--- config.mk ---
export PLATFORM = sky130hd
export DESIGN_NAME = btf_ct_post_flat
export DESIGN_NICKNAME = d
export VERILOG_FILES = /design/src/rtl/ntt_pkg.sv /design/src/rtl/btf_ct_post_if.sv /design/src/rtl/sr_delay.sv /design/src/rtl/btf_ct_post.sv /design/src/flat_wrapper.sv
export SDC_FILE = /design/constraint.sdc
export NUM_CORES = 2
export LEC_CHECK = 0
export ABC_AREA = 1
export CAP_MARGIN = 20
export CORE_MARGIN = 2
export CORE_UTILIZATION = 25
export CTS_CLUSTER_SIZE = 12
export DETAILED_ROUTE_END_ITERATION = 8
export DONT_BUFFER_PORTS = 1
export GPL_TIMING_DRIVEN = 0
export SETUP_SLACK_MARGIN = 0.1
export SLEW_MARGIN = 20
export SYNTH_ARGS = -nofsm -noshare
export SYNTH_HDL_FRONTEND = slang
export SYNTH_SLANG_ARGS = --single-unit
--- constraint.sdc ---
create_clock -name clk -period 79.7 [get_ports clk]
set_input_delay 7.97 -clock clk [delete_from_list [all_inputs] [get_ports clk]]
set_output_delay 7.97 -clock clk [all_outputs]
set_load 0.05 [all_outputs]
--- src/rtl/ntt_pkg.sv ---
// Shared NTT datapath constants and helpers, so the controller and the butterfly
// post-stage derive the same pipeline latency.
package ntt_pkg;

    localparam int DEF_LOGQ   = 64;
    localparam int DEF_LOGN   = 12;
    localparam int DELAY_MUL  = 5;
    localparam int DELAY_RED  = 4;
    localparam int DELAY_MM   = DELAY_MUL + DELAY_RED;
    localparam int DELAY_ADD  = 1;
    localparam int DELAY_DIV2 = 1;
    localparam int HALF_W     = 64;

    function automatic int btf_latency(input int d_mm, input int d_add,
                                       input int d_div2, input bit div2_en);
        return d_mm + d_add + (div2_en ? d_div2 : 0);
    endfunction

    // Modular halving x/2 mod q for odd q: odd x borrows one q before the shift.
    function automatic logic [HALF_W-1:0] mod_half(input logic [HALF_W-1:0] x,
                                                   input logic [HALF_W-1:0] q);
        logic [HALF_W:0] t;
        t = x[0] ? ({1'b0, x} + {1'b0, q}) : {1'b0, x};
        return t[HALF_W:1];
    endfunction

endpackage

--- src/rtl/btf_ct_post_if.sv ---
// Stream bundle between the NTT controller/modmul and the butterfly post-stage.
interface btf_ct_post_if #(
    parameter int LOGQ = ntt_pkg::DEF_LOGQ,
    parameter int LOGN = ntt_pkg::DEF_LOGN
);
    logic            in_valid;
    logic [LOGQ-1:0] in_a;
    logic [LOGN-1:0] in_idx;
    logic [LOGQ-1:0] mm_out;
    logic [LOGQ-1:0] q;
    logic            out_valid;
    logic [LOGQ-1:0] out_e;
    logic [LOGQ-1:0] out_o;
    logic [LOGN-1:0] out_idx;
    logic            idle;

    modport slave (
        input  in_valid, in_a, in_idx, mm_out, q,
        output out_valid, out_e, out_o, out_idx, idle
    );

    modport master (
        output in_valid, in_a, in_idx, mm_out, q,
        input  out_valid, out_e, out_o, out_idx, idle
    );
endinterface

--- src/rtl/sr_delay.sv ---
// Width x depth shift register with a valid lane; both lanes clear on reset.
module sr_delay #(
    parameter int WIDTH = 8,
    parameter int DEPTH = 1
) (
    input  logic             clk,
    input  logic             rst,
    input  logic             i_valid,
    input  logic [WIDTH-1:0] i_data,
    output logic             o_valid,
    output logic [WIDTH-1:0] o_data
);
    logic [DEPTH-1:0]            r_valid;
    logic [DEPTH-1:0][WIDTH-1:0] r_data;

    always_ff @(posedge clk or posedge rst) begin
        if (rst) begin
            r_valid <= '0;
            r_data  <= '0;
        end else begin
            r_valid[0] <= i_valid;
            r_data[0]  <= i_data;
            for (int i = DEPTH - 1; i > 0; i--) begin
                r_valid[i] <= r_valid[i-1];
                r_data[i]  <= r_data[i-1];
            end
        end
    end

    assign o_valid = r_valid[DEPTH-1];
    assign o_data  = r_data[DEPTH-1];
endmodule

--- src/rtl/btf_ct_post.sv ---
// Cooley-Tukey butterfly post-stage: aligns a with the modmul product, emits
// (a+p) mod q and (a-p) mod q. Define BTF_DIV2_EN to append a modular halving stage.
module btf_ct_post
    import ntt_pkg::*;
#(
    parameter int LOGQ       = ntt_pkg::DEF_LOGQ,
    parameter int LOGN       = ntt_pkg::DEF_LOGN,
    parameter int DELAY_MM   = ntt_pkg::DELAY_MM,
    parameter int DELAY_ADD  = ntt_pkg::DELAY_ADD,
    parameter int DELAY_DIV2 = ntt_pkg::DELAY_DIV2
) (
    input  logic          clk,
    input  logic          rst,
    btf_ct_post_if.slave  bus
);
`ifdef BTF_DIV2_EN
    localparam bit DIV2_EN = 1'b1;
`else
    localparam bit DIV2_EN = 1'b0;
`endif
    localparam int L  = btf_latency(DELAY_MM, DELAY_ADD, DELAY_DIV2, DIV2_EN);
    localparam int CW = $clog2(L + 1);
    localparam int AW = LOGQ + LOGN;
    localparam int RW = 2 * LOGQ + LOGN;

    logic            w_al_valid;
    logic [AW-1:0]   w_al_data;
    logic [LOGQ-1:0] w_al_a;
    logic [LOGN-1:0] w_al_idx;
    logic [LOGQ:0]   w_s, w_sq, w_d;
    logic [LOGQ-1:0] w_e, w_o;
    logic            w_as_valid;
    logic [RW-1:0]   w_as_data;
    logic            w_fin_valid;
    logic [RW-1:0]   w_fin_data;
    logic [CW-1:0]   r_count, w_count_next;
    logic            r_idle;

    sr_delay #(.WIDTH(AW), .DEPTH(DELAY_MM)) u_align (
        .clk     (clk),
        .rst     (rst),
        .i_valid (bus.in_valid),
        .i_data  ({bus.in_a, bus.in_idx}),
        .o_valid (w_al_valid),
        .o_data  (w_al_data)
    );

    assign w_al_a   = w_al_data[AW-1:LOGN];
    assign w_al_idx = w_al_data[LOGN-1:0];

    // One extra bit keeps the carry of a+p and the borrow of a-p.
    assign w_s  = {1'b0, w_al_a} + {1'b0, bus.mm_out};
    assign w_sq = w_s - {1'b0, bus.q};
    assign w_e  = (w_s >= {1'b0, bus.q}) ? w_sq[LOGQ-1:0] : w_s[LOGQ-1:0];
    assign w_d  = {1'b0, w_al_a} - {1'b0, bus.mm_out};
    assign w_o  = w_d[LOGQ] ? (w_d[LOGQ-1:0] + bus.q) : w_d[LOGQ-1:0];

    sr_delay #(.WIDTH(RW), .DEPTH(DELAY_ADD)) u_addsub (
        .clk     (clk),
        .rst     (rst),
        .i_valid (w_al_valid),
        .i_data  ({w_e, w_o, w_al_idx}),
        .o_valid (w_as_valid),
        .o_data  (w_as_data)
    );

`ifdef BTF_DIV2_EN
    logic [LOGQ-1:0] w_as_e, w_as_o, w_he, w_ho;

    assign w_as_e = w_as_data[RW-1 -: LOGQ];
    assign w_as_o = w_as_data[LOGN +: LOGQ];
    assign w_he   = LOGQ'(mod_half(HALF_W'(w_as_e), HALF_W'(bus.q)));
    assign w_ho   = LOGQ'(mod_half(HALF_W'(w_as_o), HALF_W'(bus.q)));

    sr_delay #(.WIDTH(RW), .DEPTH(DELAY_DIV2)) u_div2 (
        .clk     (clk),
        .rst     (rst),
        .i_valid (w_as_valid),
        .i_data  ({w_he, w_ho, w_as_data[LOGN-1:0]}),
        .o_valid (w_fin_valid),
        .o_data  (w_fin_data)
    );
`else
    assign w_fin_valid = w_as_valid;
    assign w_fin_data  = w_as_data;
`endif

    assign bus.out_valid = w_fin_valid;
    assign bus.out_e     = w_fin_data[RW-1 -: LOGQ];
    assign bus.out_o     = w_fin_data[LOGN +: LOGQ];
    assign bus.out_idx   = w_fin_data[LOGN-1:0];

    // Simultaneous entry and exit leave the count unchanged.
    always_comb begin
        w_count_next = r_count;
        if (bus.in_valid && !w_fin_valid && (r_count != CW'(L))) begin
            w_count_next = r_count + 1'b1;
        end else if (!bus.in_valid && w_fin_valid && (r_count != '0)) begin
            w_count_next = r_count - 1'b1;
        end
    end

    always_ff @(posedge clk or posedge rst) begin
        if (rst) begin
            r_count <= '0;
            r_idle  <= 1'b1;
        end else begin
            r_count <= w_count_next;
            r_idle  <= (w_count_next == '0);
        end
    end

    assign bus.idle = r_idle;
endmodule
--- src/flat_wrapper.sv ---
// flat-port wrapper written by rule: the top's interface ports become plain ports
module btf_ct_post_flat import ntt_pkg::*;
#(
    parameter int LOGQ       = ntt_pkg::DEF_LOGQ,
    parameter int LOGN       = ntt_pkg::DEF_LOGN,
    parameter int DELAY_MM   = ntt_pkg::DELAY_MM,
    parameter int DELAY_ADD  = ntt_pkg::DELAY_ADD,
    parameter int DELAY_DIV2 = ntt_pkg::DELAY_DIV2
)
  (clk, rst, bus_in_valid, bus_in_a, bus_in_idx, bus_mm_out, bus_q, bus_out_valid, bus_out_e, bus_out_o, bus_out_idx, bus_idle);
  btf_ct_post_if #(.LOGQ(LOGQ), .LOGN(LOGN)) bus_i ();
  input  logic clk;
  input  logic rst;
  input wire logic [$bits(bus_i.in_valid)-1:0] bus_in_valid;
  input wire logic [$bits(bus_i.in_a)-1:0] bus_in_a;
  input wire logic [$bits(bus_i.in_idx)-1:0] bus_in_idx;
  input wire logic [$bits(bus_i.mm_out)-1:0] bus_mm_out;
  input wire logic [$bits(bus_i.q)-1:0] bus_q;
  output wire logic [$bits(bus_i.out_valid)-1:0] bus_out_valid;
  output wire logic [$bits(bus_i.out_e)-1:0] bus_out_e;
  output wire logic [$bits(bus_i.out_o)-1:0] bus_out_o;
  output wire logic [$bits(bus_i.out_idx)-1:0] bus_out_idx;
  output wire logic [$bits(bus_i.idle)-1:0] bus_idle;
  assign bus_i.in_valid = bus_in_valid;
  assign bus_i.in_a = bus_in_a;
  assign bus_i.in_idx = bus_in_idx;
  assign bus_i.mm_out = bus_mm_out;
  assign bus_i.q = bus_q;
  assign bus_out_valid = bus_i.out_valid;
  assign bus_out_e = bus_i.out_e;
  assign bus_out_o = bus_i.out_o;
  assign bus_out_idx = bus_i.out_idx;
  assign bus_idle = bus_i.idle;
  btf_ct_post #(.LOGQ(LOGQ), .LOGN(LOGN), .DELAY_MM(DELAY_MM), .DELAY_ADD(DELAY_ADD), .DELAY_DIV2(DELAY_DIV2)) u_core (.clk(clk), .rst(rst), .bus(bus_i));
endmodule
==> results.md <==
- Status: finished clean
- Net count, final: 6249
- Die Footprint: roughly 180000 sq um
- Initial antenna violation count: 21
- # hold bufs at CTS: 0
- Leading area contributor after synthesis: dfrtp_1
- Antenna viol nets, final: 0
- Syn_area_per_cell: slightly below 8 sq um
- Slew Limit Fails: 0
- Slew @ Worst Pin: roughly 1.3 ns
- Leak Pwr: ~26 nW
- Final hold slack: ~0.32 ns
- CTS tree: yes
- Row cnt: 155
- Worst Path Required: between 80 and 90 ns
- Hold endpoint: u_core.u_align.r_data[325]
- Final Hold Viols: 0
- Vias in the first global route: between 30k and 40k
- Tot Pwr: ~1.4 mW
- Sequential area share after synthesis: 0.468
- Setup-failing EPs final: 0
- Critical Path Fanout Max: 10
- Clock slew at reported path FFs: about 0.070 ns
- #FFs+latches synth: ~840
- Hold_sp: u_core.u_align.r_data[249]
- RD Place Congestion: 1.01
- Post-synth top area share: 0.467
- GRT Util Overall: 0.201
- Cts repair resizes: 0
- Post-Place Cells: about 8.0k
- Total vias in the final route: between 30k and 40k
- Layout cells sized above 1: 0.0617
- Ranking of synthesized cells by area: dfrtp_1, nand2_1, inv_1
- WHS Path Cells: 0
- Clock Tree Root: clkbuf_16
- Worst r2r src: u_core.u_align.o_data[20]
- Clock Latency Late Sink: around 0.73 ns
- Area of the core: between 150000 and 200000 sq um
- Max Freq: between 0.07 and 0.08 GHz
- Hpwl dp: 162 mm
- Clk sinks: 839
- Postcts setup bufs: 0
- Ys Warns: 0
- DR DRC count: 0
- H-Tree Depth: 3
- Starting DRT DRC Count: between 2k and 3k
- Vias per inst: about 4.5
- R2R Path End: u_core.u_addsub.o_data[116]
- CP startpoint kind: primary input
- Chip height: 428 um
- Most frequent cells in the layout: nand2_1, inv_1, dfrtp_1
- Die X: 428 um
- Worst r2r path cells: 26
- Detailed-route wire length per cell: 22.8 um
- Post-synthesis net count: approximately 6.1k
- CTS Buf Count: between 90 and 100
- Post-Syn Area: 44900 sq um
- Leading cell type in the layout, fill and taps excluded: nand2_1
- WP data arrival: approximately 13 ns
- Setup TNS: 0 ns
- Worst VDD drop: 0.0000220 V
- FF-to-FF setup slack: around 74 ns
- Number of synthesized flops with an enable pin: 0
- Top FF cell, synth: dfrtp_1
- Final min period: roughly 13 ns
- Hold Crit Class: reg2reg
- Total global routing overflow: 0
- Power Density: approximately 28 nW/um^2
- Synth unique cells: 49
- Unrepaired setup endpoints after global routing: no
- Kind of critical path: in2reg
- Final Skew: between 0.04 and 0.05 ns
- Max cap viols: 0
- Async SR Flop Fraction: 1.00
- Largest net degree at the start of global routing: around 100
- I/O pin count: roughly 350
- Area Growth Syn to Fin: 13.7%
- Core Util, Final: 0.286
- Headroom to the max-slew limit: 0.161
- Post-Syn Instances: approximately 5.7k
- Max clock buf depth: 3
- Fin cells: 8211
- First-pass GRT wire length: roughly 260 mm
- Crit end category: register
- Port Buffer Count: 0
- Iteration count of the initial detailed-routing pass: 6
- Initial Utilization: 0.252
- Fin crit share: 0.162
- Routed wire length: 187 mm
[worst max path at each step]
stage / startpoint / to / slack, ns / cells past startpoint
after floorplan: rst / u_core.r_count[0] / 48.16 / 1
after detailed placement: bus_mm_out[8] / u_core.u_addsub.o_data[116] / 66.27 / 27
after global routing: bus_mm_out[8] / u_core.u_addsub.o_data[116] / 66.79 / 27
after CTS: bus_mm_out[6] / u_core.u_addsub.o_data[116] / 67.09 / 29
after global placement: rst / u_core.u_addsub.o_data[137] / 40.51 / 1
final: bus_mm_out[8] / u_core.u_addsub.o_data[116] / 66.78 / 27
[per-layer routing]
| layer | share of wire | global-route usage | routed length (um) |
|---|---|---|---|
| met1 | 0.42 | 0.250 | 78300 |
| met2 | 0.48 | 0.339 | 89400 |
| met3 | 0.056 | 0.0329 | 10500 |
| met4 | 0.046 | 0.0954 | 8680 |
| met5 | 0.00031 | 0 | 58 |
[flip-flops by register name, indices dropped and copies added (netlist names)]
register                 count
u_core.u_align.r_data      608
u_core.u_addsub.o_data     140
u_core.u_align.o_data       76
u_core.u_align.r_valid       9
u_core.r_count               4
u_core.bus.idle              1
u_core.u_addsub.o_valid      1
[worst max-delay path, stage by stage]
cell     delay, ns
inv_1         0.02
ha_1          0.25
buf_2         0.18
inv_1         0.10
nand2_1       0.08
nand2_1       0.07
nand2_1       0.06
nand2_1       0.14
inv_1         0.10
nand3_1       0.29
nand2_1       0.15
nand3_1       0.34
xor2_1        1.09
ha_1          0.47
nand2_1       0.16
inv_1         0.07
nand2_1       0.09
nor2_1        0.06
nand2_1       0.24
nor3_1        0.09
a21oi_1       0.29
nand3_2       0.14
nor2_4        0.17
nand2_4       0.18
buf_2         0.29
nand2_1       0.11
nand2_1       0.21
[Yosys cell counts, types with 39 or more instances]
| cell type | number |
|---|---|
| nor3_1 | 41 |
| ha_1 | 258 |
| dfrtp_1 | 838 |
| nor2_1 | 517 |
| o21ai_0 | 173 |
| inv_1 | 941 |
| nand3_1 | 289 |
| nand3_2 | 60 |
| xor2_1 | 96 |
| o21bai_1 | 56 |
| xnor2_1 | 39 |
| nand4_1 | 57 |
| a21oi_1 | 303 |
| nand2_1 | 1693 |
[metrics by stage]
stage	cell area (sq um)	setup WS [ns]
floorplan	44900	48.16
global placement	47900	40.51
detailed placement	48100	66.27
CTS	51000	67.09
global route	51100	66.79
finish	51100	66.78
[cells by family after synthesis]
kind of cell | after synthesis | share of synthesized area
flops | 839 | 0.468
simple gates | 2786 | 0.263
buf+inv | 1051 | 0.0967
xor+xnor | 135 | 0.0263
compound gates | 604 | 0.0732
fa+ha+maj | 262 | 0.0737
[report_power, final]
| group | internal [mW] | switching [mW] | leakage, nW |
|---|---|---|---|
| sequential | 0.471 | 0.124 | 9.81 |
| combinational | 0.112 | 0.300 | 14.4 |
| clock | 0.234 | 0.169 | 1.39 |
[layout make-up]
class / instances / area [sq um]
fill: 19402 / 127000
sequential: 839 / 21000
multi-input combinational: 3787 / 19600
inverter: 968 / 3640
tap: 2355 / 2950
clock buffer: 126 / 2510
buffer: 83 / 708
clock inverter: 24 / 393
timing repair buffer: 10 / 253
antenna: 19 / 47.5
(Power assumes the default switching activity.)
